<file path="src/rtl/dff_pipe.sv">
// Purpose : elastic DEPTH-stage pipeline register / delay line, n-bit data, valid bit per stage.
// Latency : DEPTH cycles from accept to out_valid when empty and unstalled; 1 beat/cycle sustained.
// Backpr. : ready ripples back combinationally from out_ready; a full pipe passes ready through when out_ready=1.
//
// Ports:
//   clk, reset              - single clock; synchronous active-high reset clears all state
//   enable                  - global enable; low freezes state and gates in_ready/out_valid low
//   set                     - loads all-ones into every stage's data, valid bits untouched, no transfer
//   flush                   - invalidates every stage, data untouched, incoming beat dropped
//   in_valid/in_ready/in_data    - upstream ready/valid channel into stage 0
//   out_valid/out_ready/out_data - downstream ready/valid channel from stage DEPTH-1
//
// Optional build macro: DFF_PIPE_TRISTATE_EN
//   defined   - out_data goes high-impedance while enable=0 (shared-bus use)
//   undefined - out_data always drives the last stage's data
module dff_pipe #(
    parameter int n     = 16,
    parameter int DEPTH = 4
) (
    input  logic         clk,
    input  logic         reset,
    input  logic         enable,
    input  logic         set,
    input  logic         flush,
    input  logic         in_valid,
    output logic         in_ready,
    input  logic [n-1:0] in_data,
    output logic         out_valid,
    input  logic         out_ready,
    output logic [n-1:0] out_data
);

    logic [n-1:0]     data_q  [DEPTH];
    logic [n-1:0]     data_d  [DEPTH];
    logic [DEPTH-1:0] valid_q;
    logic [DEPTH-1:0] valid_d;

    // Per-stage ready and the source feeding each stage.
    logic [DEPTH-1:0] rdy;
    logic [DEPTH-1:0] src_vld;
    logic [n-1:0]     src_dat [DEPTH];

    // Stage 0 is fed from the input port, every other stage from its predecessor.
    always_comb begin
        src_vld = '0;
        for (int i = 0; i < DEPTH; i++) begin
            src_dat[i] = '0;
        end
        src_vld[0] = in_valid;
        src_dat[0] = in_data;
        for (int i = 1; i < DEPTH; i++) begin
            src_vld[i] = valid_q[i-1];
            src_dat[i] = data_q[i-1];
        end
    end

    // Ready is resolved from the output end backwards: a stage can take new
    // data if it is empty (bubble) or if everything downstream of it moves.
    always_comb begin
        rdy = '0;
        rdy[DEPTH-1] = !valid_q[DEPTH-1] || out_ready;
        for (int i = DEPTH - 2; i >= 0; i--) begin
            rdy[i] = !valid_q[i] || rdy[i+1];
        end
    end

    // Next state. enable=0 falls through to the hold defaults.
    always_comb begin
        valid_d = valid_q;
        for (int i = 0; i < DEPTH; i++) begin
            data_d[i] = data_q[i];
        end

        if (enable) begin
            if (flush) begin
                valid_d = '0;
            end else if (set) begin
                for (int i = 0; i < DEPTH; i++) begin
                    data_d[i] = '1;
                end
            end else begin
                for (int i = 0; i < DEPTH; i++) begin
                    if (rdy[i]) begin
                        valid_d[i] = src_vld[i];
                        // Data only moves with a valid source, so a bubble
                        // passing through leaves the old value in place.
                        if (src_vld[i]) begin
                            data_d[i] = src_dat[i];
                        end
                    end
                end
            end
        end
    end

    always_ff @(posedge clk) begin
        if (reset) begin
            valid_q <= '0;
            for (int i = 0; i < DEPTH; i++) begin
                data_q[i] <= '0;
            end
        end else begin
            valid_q <= valid_d;
            for (int i = 0; i < DEPTH; i++) begin
                data_q[i] <= data_d[i];
            end
        end
    end

    // set blocks acceptance for its cycle because it overrides the transfer.
    assign in_ready  = rdy[0] && enable && !set;
    assign out_valid = valid_q[DEPTH-1] && enable;

`ifdef DFF_PIPE_TRISTATE_EN
    assign out_data = enable ? data_q[DEPTH-1] : {n{1'bz}};
`else
    assign out_data = data_q[DEPTH-1];
`endif

endmodule

</file>
<file path="config.mk">
export PLATFORM = sky130hd
export DESIGN_NAME = dff_pipe
export DESIGN_NICKNAME = d
export VERILOG_FILES = /design/src/rtl/dff_pipe.sv
export SDC_FILE = /design/constraint.sdc
export NUM_CORES = 1
export LEC_CHECK = 0
export CORE_ASPECT_RATIO = 1.5
export CORE_UTILIZATION = 30
export CTS_CLUSTER_DIAMETER = 50
export CTS_CLUSTER_SIZE = 40
export DETAILED_ROUTE_END_ITERATION = 12
export PLACE_DENSITY = 0.59
export SKIP_CTS_REPAIR_TIMING = 1
export SYNTH_ARGS = -nofsm -noshare
export SYNTH_HDL_FRONTEND = slang
export SYNTH_SLANG_ARGS = --single-unit
export TNS_END_PERCENT = 10
</file>
<file path="constraint.sdc">
create_clock -name clk -period 3.2 [get_ports clk]
set_input_delay 0.64 -clock clk [delete_from_list [all_inputs] [get_ports clk]]
set_output_delay 0.64 -clock clk [all_outputs]
set_load 0.01 [all_outputs]
</file>
# == After elaboration in Yosys (flattened, before gate mapping) ==
# Memories as Yosys holds them, arrays and structs flattened.
# Cells that the tools add are included.
# totals
ff_bits,4
ram_bits,64
inputBits,23
output_inout_bits,18
word_cells,54
mem_count,1
# op_classes
n_eq_ne,1
n_mux,24
bitwise,4
n_reduce_logical,20
# memory_table
memory,words,word_bits,rd,rd_ports_with_merged_regs,wr,line,rtl
data_q,4,16,4,0,4,33,logic [n-1:0] data_q [DEPTH];
# op_table
cell,count
two-way mux 16 bit,12
two-way mux 64 bit,3
AND reduction 3 bit,4
two-way mux 4 bit,2
nonzero test 2 bit,4
two-way mux 1 bit,7
zero test 1 bit,5
logical OR 1 bit,4
OR 1 bit,4
logical AND 1 bit,3
!= test 2 x 1 -> 1 bit (second input constant),1

# == Longest topological paths before layout ==
# logic_depth
ltp_word,10
depth_mapped,7
mapped_depth_nobuf,4

# == Worst setup path before layout ==
# OpenSTA, ideal clock, no wires.
# synth_timing
path_kind,input-to-reg
from,in set
to,mem data_q[1][10]
setup_time_ns,0.119
arrival_ns,1.650
t_required_ns,3.081
path_slack_ns,1.431
path_stages,6
n_path_buf,2
cell_sequence,buf_2 -> nand2b_4 -> nor2_4 -> nand3_1 -> buf_2 -> o221a_2
# synth_rtl
element,line,rtl
start: declaration,23,"input logic set,"
end: declaration,33,

# == Worst setup path in the final report ==
# layout_timing
from,in out_ready
to,out in_ready
# layout_between
elab_chain_cells,6
# layout_lines
element,line,rtl
start: declaration,29,"input logic out_ready,"
logical OR 1 bit,61,rdy[DEPTH-1] = !valid_q[DEPTH-1] || out_ready;
logical OR 1 bit (3 in a row),63,rdy[i] = !valid_q[i] || rdy[i+1];
logical AND 1 bit (2 in a row),111,assign in_ready = rdy[0] && enable && !set;
end: declaration,26,"output logic in_ready,"
# Every way passes these cells.

==> impl_results.md <==
- Outcome: completed
- Combinational fraction of design power: 8.4%
- Adder-Cell Fraction of Synth Area: 0%
- Cts bufs inserted: 9
- Worst Hold Slack: 0.495 ns
- Startpoint Class: input pin
- Global Route Usage Sum: 12.2%
- Vias in the first global route: 1881
- Worst path arrival time: 2.01 ns
- H-tree depth: 3
- Placer Congestion: 0.817
- Initial Util: 31.0%
- Wire per inst: 13.4 µm
- Commonest non-fill, non-tap cell in the layout: dfxtp_1
- Syn Inst Count: 238
- Peak supply drop: 0.326 mV
- Seq/Total Area, Yosys: 51.8%
- Sw Share: 20.1%
- Min-Delay Endpoint: data_q[2][2]
- Hold Path Stages: 2
- Worst R2R End: data_q[1][9]
- Simple-gate share of the synthesized area: 9.29%
- Core ar.: 8460 µm²
- Die Wd: 78.4 µm
- Clk slew on worst S/H paths: 0.05 ns
- Post-synthesis compound-gate area fraction: 32.8%
- Fin nets: 294
- Initial antenna violation count: 0
- Clk Tree Root Cell: clkbuf_16
- Die Area: 9140 µm²
- R2R depth: 4
- Share of layout cells above drive strength 1: 28.3%
- Critical path required time: 2.56 ns
- TNS Setup: 0 ns
- Top Ports: 41
- P_leak: 1.22 nW
- Synthesized cell area: 2630 µm²
- Critical R2R Launch: valid_q[2]
- Worst Hold Class: register to register
- Vias per Instance: 5.05
- Detail Placement HPWL: 3.58 mm
- Place WS: 0.554 ns
- Pre-antenna DRT Iters: 4
- Final WL: 5.15 mm
- Kind of critical path: input pin to output pin
- Vias: 1933
- Commonest non-fill, non-tap cells in the layout: dfxtp_1, o221a_2, clkdlybuf4s50_1
- First-pass GRT wire length: 8.73 mm
- CTS max path bufs: 2
- Most Used Layer, Global Route: met2
- RSZ-0062 raised after global routing: false
- Area Growth Syn to Fin: 28.8%
- Met2 Use GR: 20.8%
- Main combinational cell family by area after synthesis: compound AO/OA/AOI/OAI gates
- CTS tree: yes
- IO Port Bufs: 40
- Fillcell total: 829
- Post-synth cell types: 31
- Largest net degree at the start of global routing: 46
- CTS sink cnt: 68
- Final setup vio count: 0
- Slew at the pin closest to its max-slew limit: 1.03 ns
- Die Span Y: 117 µm
- Sequential fraction of design power: 41.9%
- #FFs+latches synth: 68
- Pwr/cell area: 649 nW/µm²
- Synth warn: 0
- Starting DRT DRC Count: 87
- Mux contribution to synthesized area: 0%
- Fin. Hold Viols: 0
- Hold path startpoint: data_q[2][2]
- Clk_lat worst skew: 0.32 ns
- Total net switching power: 0.441 mW
- Grt met3 use: 2.42%
- Max cap viols: 0
- Gr ovfl total: 0
- Crit. End Element: output pin
- FMAX: 378 MHz
- Int Power: 1.75 mW
- DRC: 0
- Syn Area/Cell: 11.0 µm²
- Syn Nets: 261
- Detail Route Antenna Nets: 0
- Clk_skew: 0.00377 ns
- Worst Slack Setup Final: 0.551 ns
- GRT met1 Usage: 13.5%
- Tcrit/Tclk final: 82.8%
- CP max FO: 4
- Minimum clock period after layout: 2.65 ns
- N_diodes: 0
- R2R setup slack: 1.40 ns
- Slew Viols, Final: 0
- Site row count: 41
- Synth Area in XOR/XNOR: 0%
- Clk pwr share: 49.7%
- Slew headroom: 31.1%
## logic make-up (layout without fill, tap and decap cells)
kind of cell           after synthesis  after routing
AOI/OAI and AO/OA                   94             94
DFF                                 68             68
buffers and inverters               26             64
and+or+nand+nor                     50             50
## power groups by stage
stage | clock, mW | sequential [mW] | combinational, mW
floorplan | 0 | 0.935 | 0.118
global placement | 0 | 0.937 | 0.183
detailed placement | 0 | 0.937 | 0.185
CTS | 1.11 | 0.920 | 0.186
global route | 1.15 | 0.924 | 0.201
finish | 1.09 | 0.919 | 0.183
## cells in the mapped netlist (all sizes together)
| cell type | count | area share (%) |
|---|---|---|
| nand3b | 1 | 0.29 |
| o21ai | 4 | 0.76 |
| o221a | 43 | 19 |
| nand4 | 1 | 0.24 |
| and2 | 2 | 0.57 |
| nand3 | 3 | 0.57 |
| and2b | 1 | 0.29 |
| clkbuf | 8 | 1.1 |
| inv | 3 | 0.43 |
| o22ai | 1 | 0.24 |
| nor2 | 33 | 5.0 |
| dfxtp | 68 | 52 |
| nand2 | 3 | 0.43 |
| nand2b | 5 | 1.6 |
| a21oi | 23 | 4.5 |
| buf | 15 | 4.5 |
| a211oi | 22 | 8.2 |
| a21o | 1 | 0.29 |
| nand4b | 1 | 0.33 |
## flip-flops by register name, summed over array words and instances (netlist names)
register  cells
valid_q       4
data_q       64
## per-layer routing
layer  wire length (µm)  up-vias  part of all wire [%]
li1                   -      987                     -
met1               2370      900                    46
met2               2450       37                    48
met3                186        9                   3.6
met4                136        0                   2.6
met5                  0        -                     0
## stage by stage
stage / power (mW) / cell area (µm²) / std cells / utilization (%)
final: 2.19 / 3380 / 383 / 40.0
after global routing: 2.28 / 3380 / 383 / 40.0
after CTS: 2.22 / 3380 / 383 / 40.0
after detailed placement: 1.12 / 3050 / 367 / 36.0
after global placement: 1.12 / 3050 / 367 / 36.0
after floorplan: 1.05 / 2630 / 238 / -
## worst max-delay path by stage
| stage | start | endpoint | slack [ns] | cells past startpoint |
|---|---|---|---|---|
| after floorplan | set | data_q[1][10] | 1.43 | 6 |
| after global placement | out_ready | in_ready | 0.58 | 5 |
| after detailed placement | out_ready | in_ready | 0.55 | 5 |
| after CTS | out_ready | in_ready | 0.55 | 5 |
| after global routing | out_ready | in_ready | 0.47 | 5 |
| final | out_ready | in_ready | 0.55 | 5 |
## cell type report
class	count	area, µm²	area share (%)
clock buffers	11	233	6.88
multi-input cells	144	1100	32.7
repair buffers	45	438	12.9
clock inverters	5	100	2.96
well taps	107	134	3.96
flip-flops and latches	68	1360	40.3
inverters	3	11.3	0.333
## critical path, stage by stage
cell and delay [ns]:
clkdlybuf4s50_1 0.48, nand3b_1 0.17, nor2_1 0.07, nor2_1 0.11, clkdlybuf4s50_1 0.54
No activity file was read; power rests on OpenSTA's default activity.
